[src/rtl/seq_divider_6bit.sv]
// Sequential restoring divider: one quotient bit per cycle, MSB first.
// Results and status are registered and only change when the FSM enters DONE.
module seq_divider_6bit #(
  parameter int N = 6
) (
  input  logic         Clock,
  input  logic         Reset_n,
  input  logic         Start,
  input  logic [N-1:0] Dividend,
  input  logic [N-1:0] Divisor,
  output logic         Busy,
  output logic         Done,
  output logic         Div_By_Zero,
  output logic [N-1:0] Quotient,
  output logic [N-1:0] Remainder
);

  localparam int CW = (N > 1) ? $clog2(N) : 1;

  typedef enum logic [1:0] {IDLE, CALC, DONE} state_e;

  state_e         state_q, state_d;
  logic [N-1:0]   dvd_q, dvd_d;
  logic [N-1:0]   dvs_q, dvs_d;
  logic [N-1:0]   prem_q, prem_d;
  logic [N-1:0]   quo_q, quo_d;
  logic [N-1:0]   rem_q, rem_d;
  logic [CW-1:0]  cnt_q, cnt_d;
  logic           busy_q, busy_d;
  logic           done_q, done_d;
  logic           dbz_q, dbz_d;

  logic [N:0]     shifted;
  logic [N:0]     trial;
  logic           fits;

  always_comb begin
    shifted = {prem_q, dvd_q[N-1]};
    // prem < divisor keeps shifted below 2*divisor, so bit N of the
    // (N+1)-bit difference is set exactly when the subtract goes negative.
    trial   = shifted - {1'b0, dvs_q};
    fits    = ~trial[N];

    state_d = state_q;
    dvd_d   = dvd_q;
    dvs_d   = dvs_q;
    prem_d  = prem_q;
    quo_d   = quo_q;
    rem_d   = rem_q;
    cnt_d   = cnt_q;
    dbz_d   = dbz_q;

    case (state_q)
      CALC: begin
        prem_d = fits ? trial[N-1:0] : shifted[N-1:0];
        dvd_d  = {dvd_q[N-2:0], fits};
        if (cnt_q == '0) begin
          state_d = DONE;
          quo_d   = dvd_d;
          rem_d   = prem_d;
        end else begin
          cnt_d = cnt_q - 1'b1;
        end
      end
      default: begin
        if (Start) begin
          dvd_d  = Dividend;
          dvs_d  = Divisor;
          prem_d = '0;
          cnt_d  = CW'(N - 1);
          if (Divisor == '0) begin
            state_d = DONE;
            quo_d   = '1;
            rem_d   = Dividend;
            dbz_d   = 1'b1;
          end else begin
            state_d = CALC;
            dbz_d   = 1'b0;
          end
        end else begin
          state_d = IDLE;
        end
      end
    endcase

    busy_d = (state_d == CALC);
    done_d = (state_d == DONE);
  end

  always_ff @(posedge Clock or negedge Reset_n) begin
    if (!Reset_n) begin
      state_q <= IDLE;
      dvd_q   <= '0;
      dvs_q   <= '0;
      prem_q  <= '0;
      quo_q   <= '0;
      rem_q   <= '0;
      cnt_q   <= '0;
      busy_q  <= 1'b0;
      done_q  <= 1'b0;
      dbz_q   <= 1'b0;
    end else begin
      state_q <= state_d;
      dvd_q   <= dvd_d;
      dvs_q   <= dvs_d;
      prem_q  <= prem_d;
      quo_q   <= quo_d;
      rem_q   <= rem_d;
      cnt_q   <= cnt_d;
      busy_q  <= busy_d;
      done_q  <= done_d;
      dbz_q   <= dbz_d;
    end
  end

  assign Busy        = busy_q;
  assign Done        = done_q;
  assign Div_By_Zero = dbz_q;
  assign Quotient    = quo_q;
  assign Remainder   = rem_q;

endmodule

[config.mk]
export PLATFORM = sky130hd
export DESIGN_NAME = seq_divider_6bit
export DESIGN_NICKNAME = d
export VERILOG_FILES = /design/src/rtl/seq_divider_6bit.sv
export SDC_FILE = /design/constraint.sdc
export NUM_CORES = 1
export LEC_CHECK = 0
export ABC_AREA = 1
export CORE_ASPECT_RATIO = 0.8
export CORE_UTILIZATION = 35
export CTS_CLUSTER_SIZE = 25
export DETAILED_ROUTE_END_ITERATION = 8
export PLACE_DENSITY_LB_ADDON = 0.15
export SLEW_MARGIN = 20
export SYNTH_ARGS = -nofsm -noshare
export SYNTH_HDL_FRONTEND = slang
export SYNTH_SLANG_ARGS = --single-unit
[constraint.sdc]
create_clock -name Clock -period 1.8 [get_ports Clock]
set_input_delay 0.54 -clock Clock [delete_from_list [all_inputs] [get_ports Clock]]
set_output_delay 0.54 -clock Clock [all_outputs]
set_load 0.01 [all_outputs]
==> flow_summary.toml <==
[run_status]
status = "complete, but fails checks"
violations = "setup timing"

[critical_path]
cp-start-kind = "flop"
critPathBufInv = 4
worstPathRequired_ps = 2030
r2r_cells = 14
cp_top_family = "simple AND/OR/NAND/NOR gates"
reg2reg_from = "dvd_q[5]"
critPathMaxStageDelay_ps = 390
cp_slowest_cell = "dfrtp_1"
cp.arrival_ps = 2130
crit_type = "flop to flop"
crit_chain = "inv_2, ha_4, inv_2, fa_2, nand2_2, nand2_2, nand3_4, nand2_4, nand2_8, buf_6, nand4_1, nand3_2, nand2_1, inv_1"
endpoint_kind = "flop"
path_max_fanout = 5
worstReg2RegEnd = "Remainder[2]"
r2r_slack_ps = -100

[clocking]
clockRootBuffer = "clkbuf_8"
clk_latency_ps = 280
cts_buffer_depth = 2
cts_made_buffers = 5
htree_levels = 2
clk_pin_slew_worst_paths_ps = 70
cts_tree = "done"
cts_sinks = 38
postCtsHoldBufs = 0

[sta]
clock_skew_ps = 2.463
tightest_slew_ps = 476.0
hold_viol = 0
finalSetupViolations = 11
max_freq_ghz = 0.5261
rsz0062_at_grt = "yes"
hold_slack_ps = 195.7
tns_ps = -677.0
fin_crit_ps = 1901
slew_headroom_pct = 68.26
setup_slack_ps = -100.7
drv_slew = 0
period_share_pct = 105.6

[global_route]
grt_start_max_net_pins = 22
grt_pass1_vias = 1644
grt_pass1_wl_mm = 7.797
overflow = 0
track_usage_pct = 16.78
antenna_found_initial = 0

[layout]
nets = 339
antenna_cells = 0
multiInputGateArea_sq_um = 980.9
register_area_sq_um = 950.9
area_delta_synth_final_pct = 41.45
fin_cells = 393
fill_cells = 541
layout-drive-gt1-share_pct = 20.63

[synth]
yosysSeqAreaShare_pct = 47.44
synth_warnings = 0
yosysTopAreaCellShare_pct = 47.44
ys.flop_type = "dfrtp_1"
yosysMostFrequentCell = "nand2_1"
syn_area_per_cell_sq_um = 7.986
synthCells = 251
netlist_area_sq_um = 2004
synth_common_cells = "58 x nand2_1, 42 x inv_1, 38 x dfrtp_1, 23 x nand3_1, 20 x nor2_1"
yosys.area.top_type = "dfrtp_1"
synth_cell_types = 26
async_flop_share_pct = 100.0
synth_edf_count = 0
ys_ff_latch = 38
syn-num-nets = 275
synthTopCellsByArea = "dfrtp_1 47%, nand2_1 11%, inv_1 7.9%"

[floorplanning]
rows = 24
die-area_sq_um = 6035
die_h_um = 69.69
ios = 30
start_util_pct = 36.48
coreArea_sq_um = 5495
die_w_um = 86.61

[power_and_ir_drop]
ir_worst_vdd_uv = 694.8
p_total_w = 0.005560
power_density_nw_per_um2 = 1961
power.leakage_nw = 1.431

[placed_design]
post-place-cells = 380
dp_hpwl_mm = 3.377
dp_slack_ps = -182.9
gp_congestion = 0.7796
port_buffers = 29

[job]
drv_cap = 0

[detailed_routing]
vias_per_cell = 4.519
dr.pass1.iters = 4
drtIter0Drc = 131
route.detailed.drc = 0
dr_total_vias = 1776
drt-wirelength-per-cell_um = 11.74
routed_wl_mm = 4.612
ant_nets = 0

[worst_hold_path]
hold_path.class = "input pin to asynchronous set/reset pin"
[cell families after synthesis]
group,Yosys count,synth area share [%]
adders and majority gates,9,5.993
AOI/OAI and AO/OA,31,8.240
buffers and inverters,51,10.24
xor gates and xnor gates,2,0.8741
DFF,38,47.44
and+or+nand+nor,120,27.22
[cells in the final DEF (no fill, tap or decap), types with 2 or more instances in the layout]
| cell type | instances |
|---|---|
| buf_4 | 29 |
| nand2_2 | 2 |
| o21ai_1 | 6 |
| or2_0 | 6 |
| inv_1 | 40 |
| nand2_1 | 53 |
| dfrtp_1 | 38 |
| o21ai_0 | 12 |
| o22ai_1 | 2 |
| buf_6 | 3 |
| nand4_1 | 7 |
| nand3_1 | 14 |
| clkdlybuf4s50_1 | 28 |
| o211ai_1 | 2 |
| ha_1 | 7 |
| or2_1 | 2 |
| nand3_2 | 6 |
| a21oi_1 | 8 |
| clkbuf_1 | 2 |
| nand2_4 | 2 |
| nand3_4 | 3 |
| clkbuf_8 | 5 |
| inv_2 | 6 |
| nand2_8 | 2 |
| nor2_1 | 20 |
[metrics by stage]
step	area, sq um	util (%)
after global placement	2587	47.09
after detailed placement	2587	47.09
after CTS	2714	49.39
after global routing	2835	51.59
final	2835	51.59
after floorplan	2022	-
[timing repair]
action                                  4_1_cts  5_1_grt
pin swaps                                     3        8
endpoints found under the setup margin       14       19
endpoints found under the hold margin         0        0
gates resized for setup                       7       19
buffers inserted                              3        3
[routing by layer]
metal  track usage [%]  share of wire (%)  vias up
li1                  -                  -      919
met1             24.87                 51      814
met2             23.81                 44       41
met3             4.762                4.4        2
met4             4.444               0.22        0
met5                 0                  0        -
[state kept, by name, indices dropped and copies added, names as in the netlist]
signal       flops
Remainder        6
Quotient         6
Busy             1
dvs_q            6
prem_q           6
cnt_q            3
dvd_q            6
state_q          2
Div_By_Zero      1
Done             1
[where the power goes]
group / switching, W / leakage, nW / total (W) / internal [W]
combinational: 0.00190 / 0.934 / 0.00352 / 0.00162
clock: 0.000282 / 0.0383 / 0.000549 / 0.000267
sequential: 0.000218 / 0.458 / 0.00149 / 0.00127
total: 0.00240 / 1.43 / 0.00556 / 0.00316
[layout make-up]
cell class / instances / area share, %
Multi-Input combinational cell: 162 / 34.60
Sequential cell: 38 / 33.54
Timing Repair Buffer: 62 / 19.64
Inverter: 46 / 6.090
Tap cell: 78 / 3.442
Clock buffer: 7 / 2.692
[how the worst max path moves through the flow]
| stage | start | end | slack (ps) | depth (start not counted) |
|---|---|---|---|---|
| 2_1_floorplan | dvd_q[5] | Remainder[5] | 3 | 14 |
| 6_report | dvd_q[5] | Remainder[2] | -100 | 14 |
| 3_3_place_gp | Divisor[3] | Remainder[0] | -200 | 11 |
| 5_1_grt | dvd_q[5] | Remainder[0] | -230 | 13 |
| 4_1_cts | dvd_q[5] | dvd_q[0] | -60 | 13 |
| 3_5_place_dp | Divisor[3] | Quotient[1] | -180 | 10 |
[worst reg2reg max path, stage by stage, from the launching register on]
cell	delay, ps
dfrtp_1	390
inv_2	100
ha_4	130
inv_2	40
fa_2	340
nand2_2	70
nand2_2	80
nand3_4	100
nand2_4	70
nand2_8	110
buf_6	100
nand4_1	120
nand3_2	110
nand2_1	50
inv_1	40
No activity file was read; power rests on OpenSTA's default activity.
